<file path="config.mk">
export PLATFORM = sky130hd
export DESIGN_NAME = rotate_amount_finder
export DESIGN_NICKNAME = d
export VERILOG_FILES = /design/src/rtl/rotate_amount_finder.sv
export SDC_FILE = /design/constraint.sdc
export NUM_CORES = 1
export LEC_CHECK = 0
export ABC_AREA = 1
export CAP_MARGIN = 20
export CORE_UTILIZATION = 30
export CTS_CLUSTER_SIZE = 40
export DETAILED_ROUTE_END_ITERATION = 8
export GPL_TIMING_DRIVEN = 0
export PLACE_DENSITY = 0.49
export SLEW_MARGIN = 20
export SYNTH_ARGS = -nofsm -noshare
export SYNTH_HDL_FRONTEND = slang
export SYNTH_SLANG_ARGS = --single-unit
</file>
<file path="constraint.sdc">
create_clock -name clk -period 1.8 [get_ports clk]
set_input_delay 0.18 -clock clk [delete_from_list [all_inputs] [get_ports clk]]
set_output_delay 0.18 -clock clk [all_outputs]
set_load 0.02 [all_outputs]
</file>
<file path="src/rtl/rotate_amount_finder.sv">
// rotate_amount_finder
//   Sequential inverse of the N-bit rotator. It is given an original word, a
//   rotated copy of it and the rotation direction. It then finds the smallest
//   rotate amount that maps the original onto the rotated word. The search
//   tries one rotation position per clock cycle.
//
// Ports
//   clk          system clock, rising edge
//   rst_n        asynchronous, active-low reset
//   start        search request, sampled only while idle
//   a            original word, captured when a request is accepted
//   shifted      rotated word to match, captured when a request is accepted
//   direction    1 = a was rotated left, 0 = rotated right, captured on accept
//   busy         high while the search is running
//   done         one-cycle pulse when the result is valid
//   found        1 = a matching amount exists; held until the next accept
//   shiftamount  smallest matching amount, 0 when nothing matched; held
//
// N must be at least 2.
module rotate_amount_finder #(
  parameter int N = 8,
  localparam int AW = $clog2(N)
) (
  input  logic          clk,
  input  logic          rst_n,
  input  logic          start,
  input  logic [N-1:0]  a,
  input  logic [N-1:0]  shifted,
  input  logic          direction,
  output logic          busy,
  output logic          done,
  output logic          found,
  output logic [AW-1:0] shiftamount
);

  localparam logic [1:0] ST_IDLE   = 2'd0;
  localparam logic [1:0] ST_SEARCH = 2'd1;
  localparam logic [1:0] ST_DONE   = 2'd2;

  // Last candidate position. When this position fails, the search has
  // exhausted every distinct rotation.
  localparam logic [AW-1:0] K_MAX = AW'(N - 1);

  logic [1:0]    state_reg;
  logic [N-1:0]  candidate_reg;
  logic [N-1:0]  target_reg;
  logic          dir_reg;
  logic [AW-1:0] k_reg;
  logic          found_reg;
  logic [AW-1:0] amount_reg;

  logic [N-1:0]  rot_left;
  logic [N-1:0]  rot_right;
  logic [N-1:0]  candidate_next;

  // Single-bit rotations of the candidate.
  // Left rotation:  bit i takes bit i-1, and bit 0 takes bit N-1.
  // Right rotation: bit i takes bit i+1, and bit N-1 takes bit 0.
  genvar gi;
  generate
    for (gi = 0; gi < N; gi = gi + 1) begin : g_rot
      assign rot_left[gi]  = candidate_reg[(gi + N - 1) % N];
      assign rot_right[gi] = candidate_reg[(gi + 1) % N];
    end
  endgenerate

  assign candidate_next = dir_reg ? rot_left : rot_right;

  always_ff @(posedge clk or negedge rst_n) begin
    if (!rst_n) begin
      state_reg     <= ST_IDLE;
      candidate_reg <= '0;
      target_reg    <= '0;
      dir_reg       <= 1'b0;
      k_reg         <= '0;
      found_reg     <= 1'b0;
      amount_reg    <= '0;
    end else begin
      case (state_reg)
        ST_IDLE: begin
          if (start) begin
            candidate_reg <= a;
            target_reg    <= shifted;
            dir_reg       <= direction;
            k_reg         <= '0;
            found_reg     <= 1'b0;
            amount_reg    <= '0;
            state_reg     <= ST_SEARCH;
          end
        end
        ST_SEARCH: begin
          // Test before rotating, so the first hit in counter order wins.
          // This reports the smallest amount for periodic words.
          if (candidate_reg == target_reg) begin
            amount_reg <= k_reg;
            found_reg  <= 1'b1;
            state_reg  <= ST_DONE;
          end else if (k_reg == K_MAX) begin
            amount_reg <= '0;
            found_reg  <= 1'b0;
            state_reg  <= ST_DONE;
          end else begin
            candidate_reg <= candidate_next;
            k_reg         <= k_reg + AW'(1);
          end
        end
        ST_DONE: begin
          // Any start seen in this cycle is dropped; it is not queued.
          state_reg <= ST_IDLE;
        end
        default: begin
          state_reg <= ST_IDLE;
        end
      endcase
    end
  end

  // Status outputs are decoded straight from the state register.
  // A reset therefore clears them at once, without waiting for a clock edge.
  assign busy        = (state_reg == ST_SEARCH);
  assign done        = (state_reg == ST_DONE);
  assign found       = found_reg;
  assign shiftamount = amount_reg;

endmodule

</file>
==> results.yml <==
run_status:
  outcome: "finished clean"
final_layout:
  final_core_util_pct: 40.0
  drive_gt1_share_pct: 13.6
  final_cells: 250
  antennaDiodeCount: 0
  finalNetCount: 221
  area_growth_pct: 27.1
  fillerInstances: 474
floorplan:
  rows: 24
  die_h_um: 69.9
  die-area_um2: 4880
  x_dimension_of_the_die_um: 69.9
  num_io_pins: 26
  floorplan.initialDensity_pct: 31.5
  core_area_um2: 4380
drt:
  detail_route.vias_per_cell: 4.69
  drtAntennaViolNets: 0
  drc: 0
  initialDrtViolationCount: 59
  post_drt_wl_per_cell_um: 12.8
  drt_pre_antenna_iters: 4
  routed_wl_um: 3200
  detailroute.via_count: 1173
setup_path:
  cp_data_arrival_time_ps: 1420
  critical-path-max-stage-delay_ps: 410
  critical_path_stages: 3
  cp_data_required_time_ps: 1620
  setup.worst_path.end_class: "primary output"
  crit_type: "reg2out"
  cp_num_buf_inv: 2
  critPathTopFamily: "buffers and inverters"
  worstPathCellList: "nor2_2, buf_4, dlygate4sd2_1"
  reg2reg_to: "candidate_reg[1]$_DFFE_PN0P_"
  reg2reg_slack_ps: 280
  regToRegStartpoint: "k_reg[0]$_DFFE_PN0P_"
  worstSetupStartpoint: "state_reg[1]$_DFFE_PN0P_"
  cp-start-kind: "register"
  endpoint_of_the_most_critical_setup_path: "busy"
  worst_r2r_path_depth: 6
  cp_max_fo: 10
  critical_path.slowest_cell: "sky130_fd_sc_hd__dfrtp_1"
grt:
  vias_in_the_first_global_route: 1181
  gr-usage-met2_pct: 23.2
  overflow: 0
  grt_usage_pct: 14.7
  grt_first_pass_wirelength_um: 5690
  maximum_number_of_pins_on_one_net_before_global_route_repair: 27
  initial_antenna_violation_count: 0
  grt_most_used_layer: "met2"
  globalRouteMet3Util_pct: 2.60
  groute.layer.met1.usage_pct: 20.5
job:
  max_cap_viol_count: 0
cts:
  numClockSinks: 26
  cts_tree: "done"
  cts_setup_buffers: 0
  clock_path_buffers: 2
  numCtsBuffers: 3
  clock_tree.root_cell: "sky130_fd_sc_hd__clkbuf_8"
  worst_setup_hold_path_clk_slew_ps: 90
  cts.htree.levels: 1
  clk_latency_ps: 270
logic_synthesis:
  synth.area.top_cells: "sky130_fd_sc_hd__dfrtp_1 47%, sky130_fd_sc_hd__nand2_1 14%, sky130_fd_sc_hd__nand3_1 7.6%"
  netlist_area_um2: 1380
  yosys_warning_count: 0
  yosysSeqAreaShare_pct: 47.1
  syn_nets: 190
  synth_seq_cells: 26
  netlist.area_leader.share_pct: 47.1
  yosysTopAreaCell: "sky130_fd_sc_hd__dfrtp_1"
  yosys-top-cells-count: "52 x sky130_fd_sc_hd__nand2_1, 26 x sky130_fd_sc_hd__dfrtp_1, 21 x sky130_fd_sc_hd__nand3_1"
  syn-mean-instance-area_um2: 8.22
  number_of_enable_flip_flop_cells_after_synthesis: 0
  ys.flop_type: "sky130_fd_sc_hd__dfrtp_1"
  syn_inst: 168
  ys_async_sr_fraction_pct: 100
  synth_cell_types: 22
  synthMostInstantiatedCell: "sky130_fd_sc_hd__nand2_1"
timing:
  finalSetupViolations: 0
  clock_skew_ps: 1.82
  grt_setup_unrepaired: "false"
  slew-limit-headroom_pct: 58.8
  tightest_slew_ps: 618
  max_freq_ghz: 0.625
  post_route_setup_tns_ps: 0
  final-hold-violation-count: 0
  post-route-period-util_pct: 88.8
  slew_viol_final: 0
  period_minus_slack_ps: 1600
placement:
  number_of_input_and_output_port_buffers_inserted: 25
  gp_congestion: 0.799
  dp_hpwl_um: 2320
  place.detailed.instances: 245
power:
  power.density_nw_per_um2: 1600
  vdd_drop_max_v: 0.000672
  p_leak_uw: 0.000872
min_path:
  worstHoldPathType: "in2async"
[report_power, final]
part / switching (µW) / internal, µW / total (µW)
registers: 188 / 818 / 1010
logic: 818 / 602 / 1420
clock network: 190 / 196 / 386
total: 1200 / 1620 / 2810
[placed cells by master (no fill, tap or decap)]
master / synthesis / final
sky130_fd_sc_hd__nand4_1: 2 / 2
sky130_fd_sc_hd__inv_2: 2 / 2
sky130_fd_sc_hd__clkdlybuf4s50_1: 0 / 23
sky130_fd_sc_hd__xnor2_1: 5 / 5
sky130_fd_sc_hd__nor2_2: 4 / 4
sky130_fd_sc_hd__o21ai_0: 5 / 5
sky130_fd_sc_hd__clkbuf_8: 0 / 4
sky130_fd_sc_hd__o21ai_1: 1 / 1
sky130_fd_sc_hd__dlygate4sd3_1: 0 / 1
sky130_fd_sc_hd__mux2_2: 6 / 6
sky130_fd_sc_hd__nand2_4: 1 / 1
sky130_fd_sc_hd__nand2_2: 1 / 1
sky130_fd_sc_hd__nand2_1: 52 / 52
sky130_fd_sc_hd__dlygate4sd2_1: 0 / 1
sky130_fd_sc_hd__buf_4: 1 / 1
sky130_fd_sc_hd__clkbuf_1: 1 / 1
sky130_fd_sc_hd__buf_6: 1 / 1
sky130_fd_sc_hd__o211ai_1: 3 / 3
sky130_fd_sc_hd__buf_2: 6 / 7
sky130_fd_sc_hd__nor2_1: 11 / 11
sky130_fd_sc_hd__dfrtp_1: 26 / 26
sky130_fd_sc_hd__nand3_1: 21 / 21
sky130_fd_sc_hd__ha_1: 2 / 2
sky130_fd_sc_hd__a21oi_1: 7 / 7
sky130_fd_sc_hd__mux2i_1: 2 / 2
sky130_fd_sc_hd__inv_1: 8 / 8
[final cells by class]
| type | instances | area, µm² | share of cell area, % |
|---|---|---|---|
| Sequential cell | 26 | 651 | 37.1 |
| Multi-Input combinational cell | 123 | 641 | 36.5 |
| Timing Repair Buffer | 26 | 254 | 14.5 |
| Tap cell | 52 | 65.1 | 3.71 |
| Clock buffer | 4 | 55.1 | 3.14 |
| Buffer | 9 | 52.6 | 2.99 |
| Inverter | 10 | 37.5 | 2.14 |
[worst min-delay path by stage]
stage                                     startpoint                           end  slack [ps]
final                                          rst_n             found$_DFFE_PN0P_         440
after global routing                      shifted[1]     target_reg[1]$_DFFE_PN0P_         480
after CTS                                      rst_n    shiftamount[0]$_DFFE_PN0P_         480
after detailed placement                       rst_n    shiftamount[0]$_DFFE_PN0P_         230
after global placement    shiftamount[2]$_DFFE_PN0P_    shiftamount[2]$_DFFE_PN0P_         450
after floorplan                                rst_n  candidate_reg[0]$_DFFE_PN0P_        -120
[routing by layer]
layer,up-vias,part of all wire (%)
li1,602,-
met1,539,48
met2,28,46
met3,4,4.4
met4,0,0.97
met5,-,0
[per-stage QoR]
step           setup WS (ps)  instance area (µm²)  hold slack [ps]  total power [µW]
2_1_floorplan            448                 1380             -116              2070
5_1_grt                  109                 1760              480              3090
6_report                 201                 1760              444              2810
4_1_cts                  190                 1760              475              2850
3_3_place_gp             106                 1700              453              2430
3_5_place_dp            80.3                 1690              233              2460
[repair_timing]
action | in CTS | in global routing
hold buffers | 1 | 0
gates resized for setup | 1 | 0
endpoints found under the setup margin | 1 | 0
hold endpoints to repair | 26 | 0
[kinds of logic (layout without fill, tap and decap cells)]
| kind of cell | after synthesis | in the layout | share of synthesized area, % |
|---|---|---|---|
| adder cells (fa/ha/maj) | 2 | 2 | 1.81 |
| AND/OR/NAND/NOR | 92 | 92 | 28.7 |
| XOR/XNOR | 5 | 5 | 3.17 |
| AO/OA/AOI/OAI | 16 | 16 | 6.34 |
| buffers and inverters | 19 | 49 | 6.52 |
| flip-flops | 26 | 26 | 47.1 |
| multiplexers | 8 | 8 | 6.34 |
Power figures use the tool's default switching activity.
